===== src/rtl/spi_reg_bank.sv =====
// spi_reg_bank: SPI command decoder and 8-bit register file (sys_clk domain).
// Ports:
//   sys_clk, rst (sync, active-high)
//   ss, data_rdy (async, synchronised)
//   spi_data_out: received byte
//   spi_data_in, data_latch: read-data load into the shifter
//   reg_q: flattened register file
//   wr_stb, wr_addr: write notification
//   addr_err: access to an address >= NUM_REGS
// Optional feature: define SPI_REG_BANK_AUTOINC_EN for burst (auto-increment)
// access until ss falls.
module spi_reg_bank #(
    parameter int NUM_REGS    = 16,
    parameter int ADDR_W      = 4,
    parameter int SYNC_STAGES = 2
) (
    input  logic                  sys_clk,
    input  logic                  rst,
    input  logic                  ss,
    input  logic                  data_rdy,
    input  logic [7:0]            spi_data_out,
    output logic [7:0]            spi_data_in,
    output logic                  data_latch,
    output logic [NUM_REGS*8-1:0] reg_q,
    output logic                  wr_stb,
    output logic [ADDR_W-1:0]     wr_addr,
    output logic                  addr_err
);

    typedef enum logic [2:0] {
        IDLE,
        CMD,
        WDATA,
        RDATA,
        DONE
    } state_t;

    localparam logic [7:0] NUM_REGS_B = 8'(NUM_REGS);

    state_t                   state_q;
    logic [SYNC_STAGES-1:0]   ss_sync_q;
    logic [SYNC_STAGES-1:0]   rdy_sync_q;
    logic                     ss_prev_q;
    logic                     rdy_prev_q;
    logic                     byte_stb_q;
    logic [ADDR_W-1:0]        addr_q;
    logic                     in_range_q;
    logic [7:0]               regs_q [NUM_REGS];
    logic [7:0]               spi_data_in_q;
    logic                     data_latch_q;
    logic                     wr_stb_q;
    logic [ADDR_W-1:0]        wr_addr_q;
    logic                     addr_err_q;

    logic                     ss_s;
    logic                     rdy_s;
    logic                     ss_rise;
    logic                     byte_stb_d;
    logic                     cmd_in_range;
    logic [ADDR_W-1:0]        cmd_addr;
    logic [7:0]               rd_data_d;

    assign ss_s       = ss_sync_q[SYNC_STAGES-1];
    assign rdy_s      = rdy_sync_q[SYNC_STAGES-1];
    assign ss_rise    = ss_s & ~ss_prev_q;
    assign byte_stb_d = rdy_s & ~rdy_prev_q;

    // Upper command address bits must be zero as well, so compare all 7.
    assign cmd_in_range = {1'b0, spi_data_out[6:0]} < NUM_REGS_B;
    assign cmd_addr     = spi_data_out[ADDR_W-1:0];
    assign rd_data_d    = cmd_in_range ? regs_q[cmd_addr] : 8'h00;

`ifdef SPI_REG_BANK_AUTOINC_EN
    localparam logic [ADDR_W-1:0] LAST_ADDR = ADDR_W'(NUM_REGS - 1);
    logic [ADDR_W-1:0] addr_nxt_d;
    logic [7:0]        rd_nxt_d;
    assign addr_nxt_d = (addr_q == LAST_ADDR) ? '0 : addr_q + ADDR_W'(1);
    assign rd_nxt_d   = in_range_q ? regs_q[addr_nxt_d] : 8'h00;
`endif

    always_ff @(posedge sys_clk) begin
        if (rst) begin
            state_q       <= IDLE;
            ss_sync_q     <= '0;
            rdy_sync_q    <= '0;
            ss_prev_q     <= 1'b0;
            rdy_prev_q    <= 1'b0;
            byte_stb_q    <= 1'b0;
            addr_q        <= '0;
            in_range_q    <= 1'b0;
            spi_data_in_q <= 8'h00;
            data_latch_q  <= 1'b0;
            wr_stb_q      <= 1'b0;
            wr_addr_q     <= '0;
            addr_err_q    <= 1'b0;
            for (int i = 0; i < NUM_REGS; i++) begin
                regs_q[i] <= 8'h00;
            end
        end else begin
            ss_sync_q    <= {ss_sync_q[SYNC_STAGES-2:0], ss};
            rdy_sync_q   <= {rdy_sync_q[SYNC_STAGES-2:0], data_rdy};
            ss_prev_q    <= ss_s;
            rdy_prev_q   <= rdy_s;
            byte_stb_q   <= byte_stb_d;
            data_latch_q <= 1'b0;
            wr_stb_q     <= 1'b0;
            addr_err_q   <= 1'b0;

            // ss low has priority, so a byte arriving with the ss fall is dropped.
            if (!ss_s) begin
                state_q <= IDLE;
            end else begin
                unique case (state_q)
                    IDLE: begin
                        if (ss_rise) begin
                            state_q <= CMD;
                        end
                    end
                    CMD: begin
                        if (byte_stb_q) begin
                            addr_q     <= cmd_addr;
                            in_range_q <= cmd_in_range;
                            if (spi_data_out[7]) begin
                                spi_data_in_q <= rd_data_d;
                                data_latch_q  <= 1'b1;
                                addr_err_q    <= ~cmd_in_range;
                                state_q       <= RDATA;
                            end else begin
                                state_q <= WDATA;
                            end
                        end
                    end
                    WDATA: begin
                        if (byte_stb_q) begin
                            if (in_range_q) begin
                                regs_q[addr_q] <= spi_data_out;
                                wr_stb_q       <= 1'b1;
                                wr_addr_q      <= addr_q;
                            end else begin
                                addr_err_q <= 1'b1;
                            end
`ifdef SPI_REG_BANK_AUTOINC_EN
                            addr_q <= addr_nxt_d;
`else
                            state_q <= DONE;
`endif
                        end
                    end
                    RDATA: begin
                        if (byte_stb_q) begin
`ifdef SPI_REG_BANK_AUTOINC_EN
                            // Preload the next register for the following byte.
                            addr_q        <= addr_nxt_d;
                            spi_data_in_q <= rd_nxt_d;
                            data_latch_q  <= 1'b1;
`else
                            state_q <= DONE;
`endif
                        end
                    end
                    DONE: begin
                        state_q <= DONE;
                    end
                    default: begin
                        state_q <= IDLE;
                    end
                endcase
            end
        end
    end

    for (genvar g = 0; g < NUM_REGS; g++) begin : g_flat
        assign reg_q[8*g +: 8] = regs_q[g];
    end

    assign spi_data_in = spi_data_in_q;
    assign data_latch  = data_latch_q;
    assign wr_stb      = wr_stb_q;
    assign wr_addr     = wr_addr_q;
    assign addr_err    = addr_err_q;

endmodule

===== config.mk =====
export PLATFORM = sky130hd
export DESIGN_NAME = spi_reg_bank
export DESIGN_NICKNAME = d
export VERILOG_FILES = /design/src/rtl/spi_reg_bank.sv
export SDC_FILE = /design/constraint.sdc
export NUM_CORES = 1
export LEC_CHECK = 0
export ABC_CLOCK_PERIOD_IN_PS = 2000
export CAP_MARGIN = 20
export CORE_UTILIZATION = 46
export DETAILED_ROUTE_END_ITERATION = 8
export PLACE_DENSITY = 0.77
export SYNTH_ARGS = -nofsm -noshare
export SYNTH_HDL_FRONTEND = slang
export SYNTH_SLANG_ARGS = --single-unit
export TNS_END_PERCENT = 10

===== constraint.sdc =====
create_clock -name sys_clk -period 2 [get_ports sys_clk]
set_clock_uncertainty 0.15 [all_clocks]
set_input_delay 0.4 -clock sys_clk [delete_from_list [all_inputs] [get_ports sys_clk]]
set_output_delay 0.4 -clock sys_clk [all_outputs]
set_load 0.005 [all_outputs]

======== After elaboration in Yosys (flattened, before gate mapping) ========
Memories as Yosys holds them, arrays and structs flattened.
Index checks and enable logic that the tools add are counted.
storage, ports and cells
  bits in registers ....................... 30
  latch bits .............................. 0
  RAM bits ................................ 128
  ROM bits ................................ 0
  logic and storage cells ................. 62
  memories kept ........................... 1
memory list
  memory  depth  bits a word  rd ports  clocked after memory_dff  write ports  RTL line  text
  regs_q  16     8            17        0                         16           48        logic [7:0] regs_q [NUM_REGS];
operators by class
  $add $sub $neg .......................... 0
  $mul .................................... 0
  div/mod/pow operators ................... 0
  $lt $le $gt $ge ......................... 1
  equality and inequality tests ........... 7
  shift-type cells ........................ 0
  muxes and demuxes ....................... 23
  bitwise logic cells ..................... 8
  reduce and logical (&&, ||, !) cells .... 9
operators by type and width
  kind                                                                           number
  8-bit two-way mux                                                              2
  1-bit two-way mux                                                              15
  3-bit one-hot mux with 4 select lines                                          1
  3-bit two-way mux                                                              3
  4-bit AND reduction                                                            2
  8-bit OR reduction                                                             1
  7-bit by 5-bit less-than comparator with 1-bit output (second input constant)  1
  3-bit by 2-bit equality test with 1-bit output (second input constant)         2
  1-bit inverter                                                                 6
  3-bit AND reduction                                                            2
  4-bit two-way mux                                                              1
  2-bit inequality test (second input constant)                                  2
  2-bit OR reduction                                                             2
  4-bit OR reduction                                                             1
  3-bit by 1-bit equality test with 1-bit output (second input constant)         1
  3-bit equality test (second input constant)                                    1
  3-bit logical NOT                                                              1
  1-bit AND                                                                      2
  2-bit by 1-bit inequality test with 1-bit output (second input constant)       1
  1-bit one-hot mux with 2 select lines                                          1

======== Longest topological paths before layout ========
  depth in word-level cells ............... 8
  mapped depth ............................ 5
  gate-level depth less buffers ........... 4

======== Least setup slack after synthesis ========
OpenSTA, ideal clock, no wires.
  kind .................................... input port to flip-flop
  start ................................... input rst
  end ..................................... memory regs_q[10][0], enable pin
  arrival ................................. 1.579 ns
  setup slack ............................. -0.038 ns
  stages .................................. 5
  buffers on the path ..................... 1
  cell sequence ........................... clkbuf_1 and4bb_2 nand4b_2 nor2_1 or2_2
RTL lines
  item             RTL line  text
  start, declared  18        input logic rst,
  end, declared    48

==> metrics.cfg <==
[sta]
setup_viol = 0
tightest_slew_ns = 0.512
rsz0062_at_grt = false
drv_slew = 0
tns_ns = 0
slew_headroom = 0.658
hold_viol = 0
fmax_ghz = 0.518
finalCriticalPeriod_ns = 1.93
finalCritPeriodShare = 0.966
layout_setup_ws_ns = 0.0685

[placement]
dp_slack_ns = -0.383
placed_area_mm2 = 0.00921
dp.cells = 853
io_buffer_count = 154
hpwl_um = 14500
routabilityCongestion = 0.867

[final_layout]
syn2layout_area_growth_pct = 39.4
register_area_mm2 = 0.00444
num_antenna_cells = 0
final_nets = 700
fin_cells = 885
fillers = 1037
drive_gt1_frac = 0.200
multiInputGateArea_mm2 = 0.00253
final_area_mm2 = 0.00987

[floorplan]
die_w_um = 126
coreArea_mm2 = 0.0148
rows = 44
ios = 155
initial_core_util = 0.480
dieArea_mm2 = 0.0159
fp.dieH_um = 126

[power]
p_per_area_mw_per_mm2 = 778
comb_power_share = 0.079
p_clk_frac = 0.438
leakage_uw = 0.00375
netSwitchingPower_uw = 1560
internal_power_uw = 6110
seq_power_share = 0.483
vdd_drop_max_uv = 608
switching_share = 0.203

[clock_tree]
cts-htree-levels = 4
ctsHoldBuffers = 0
tritoncts = done
cts_buffers = 17
cts.clk_slew.worst_paths_ns = 0.06
insertion_delay_ns = 0.42
cts.sinks = 158
root_buffer = clkbuf_16
ctsLongestPathBuffers = 2

[synth]
netlist_top_cells_count = edfxtp_1, and2_1, dfxtp_1, nor2_1, clkbuf_1
yosys.area.top_type = edfxtp_1
synth_edf_count = 128
ys_seq_area_frac = 0.628
mappedNetlistArea_mm2 = 0.00708
syn_avg_cell_area_um2 = 14.6
synthCells = 486
netlist.area_leader.share = 0.543
synth.net_count = 498
synth-seq-cells = 158
yosysMostFrequentCell = edfxtp_1
ys.flop_type = edfxtp_1
synth.area.top_cells = edfxtp_1, and2_1, dfxtp_1, mux4_1, mux4_2
yosysUniqueCellTypes = 38
ys_warn_count = 0
async_flop_share = 0

[setup_path]
cp-startpoint = rst
cp-start-kind = primary input
end_kind = register
r2r-start = state_q[2]
r2r-end = regs_q[9][6]
rrSetupSlack_ns = 0.09
cp.arrival_ns = 1.89
critPathCapture = regs_q[14][0]
path_max_fanout = 8
critical_path_class = in2reg
ff2ff_path_depth = 4
crit_required_ns = 1.96

[routing]
drt_iter0_drc = 376
wl_per_cell_um = 22.1
first_pass_iters = 7
drt_wl_total_um = 19600
vias = 4966
drc = 0
antenna_left = 0
via_per_inst = 5.61

[global_route]
grt_pass1_vias = 4875
grt_remaining_overflow = 0
grt_pass1_wl_um = 29000
grt_max_degree = 28
grtUsageTotal = 0.250
antenna_found_initial = 0

[outcome]
outcome = complete, no violations

[worst_hold_path]
hold_class = reg2reg

[flow_run]
maxCapViolations = 0

cell type report:
type | count | share of cell area
Multi-Input combinational cell | 296 | 0.256
Clock buffer | 20 | 0.0463
Sequential cell | 158 | 0.450
Clock inverter | 12 | 0.0169
Inverter | 3 | 0.00114
Timing Repair Buffer | 212 | 0.206
Tap cell | 184 | 0.0233
metal layers:
metal	track usage	wire length (um)	vias to the layer above
met4	0.0900	526	0
met2	0.427	10000	246
li1	-	-	2210
met1	0.309	7600	2480
met3	0.0612	1420	30
met5	0	0	-
critical path, cell delays in order:
cell and delay [ns]:
clkdlybuf4s50_1 0.45, and4bb_2 0.35, nand4_2 0.22, nor2_1 0.21
or2_2 0.26
state kept, by name (all words and copies together) (netlist names):
name	flops
rdy_sync_q	2
addr_err	1
regs_q	128
ss_sync_q	2
byte_stb_q	1
data_latch	1
rdy_prev_q	1
addr_q	4
spi_data_in	8
ss_prev_q	1
wr_addr	4
in_range_q	1
state_q	3
wr_stb	1
layout by cell type (no fill, tap or decap), drive strengths merged:
master,count
nand2b,6
buf,60
a32oi,1
and2,113
nor2b,8
or3,1
nand4b,2
nor2,22
clkdlybuf4s50,152
nor3b,1
mux4,32
dfxtp,30
bufinv,4
nor3,21
clkbuf,20
nand2,12
o21ai,9
nand3,1
a31oi,2
or4b,1
a22oi,7
mux2,8
or2,16
edfxtp,128
and3b,2
and4bb,1
nor4,6
a21oi,6
mux2i,12
clkinv,6
inv,2
clkinvlp,3
nand4,2
nand3b,4
power groups by stage:
stage	Combinational, uW	Clock, uW	Sequential, uW
6_report	610	3360	3700
5_1_grt	637	3520	3710
4_1_cts	605	3380	3700
3_5_place_dp	600	0	3770
3_3_place_gp	586	0	3770
2_1_floorplan	240	0	3750
logic make-up after synthesis:
kind of cell	synth area share
AOI/OAI and AO/OA	0.0210
buffers and inverters	0.0203
DFF	0.628
muxes	0.141
and+or+nand+nor	0.190
worst min-delay path by stage:
stage / startpoint / to / slack [ns] / cells past startpoint
final: rdy_prev_q / byte_stb_q / 0.25 / 1
after global routing: spi_data_out[2] / regs_q[9][2] / 0.25 / 2
after CTS: spi_data_out[2] / regs_q[9][2] / 0.24 / 2
after detailed placement: rdy_prev_q / byte_stb_q / 0.24 / 1
after global placement: rdy_prev_q / byte_stb_q / 0.22 / 1
after floorplan: rdy_prev_q / byte_stb_q / 0.22 / 1
metrics by stage:
stage / hold slack (ns) / power, uW / utilization
after floorplan: 0.217 / 3990 / -
after global placement: 0.225 / 4350 / 0.624
after detailed placement: 0.245 / 4370 / 0.624
after CTS: 0.236 / 7690 / 0.666
after global routing: 0.249 / 7870 / 0.669
final: 0.246 / 7680 / 0.669
what timing repair did:
item,4_1_cts,5_1_grt
setup endpoints to repair,0,55
gates resized for setup,0,12
setup buffers,0,0
(Power assumes the default switching activity.)
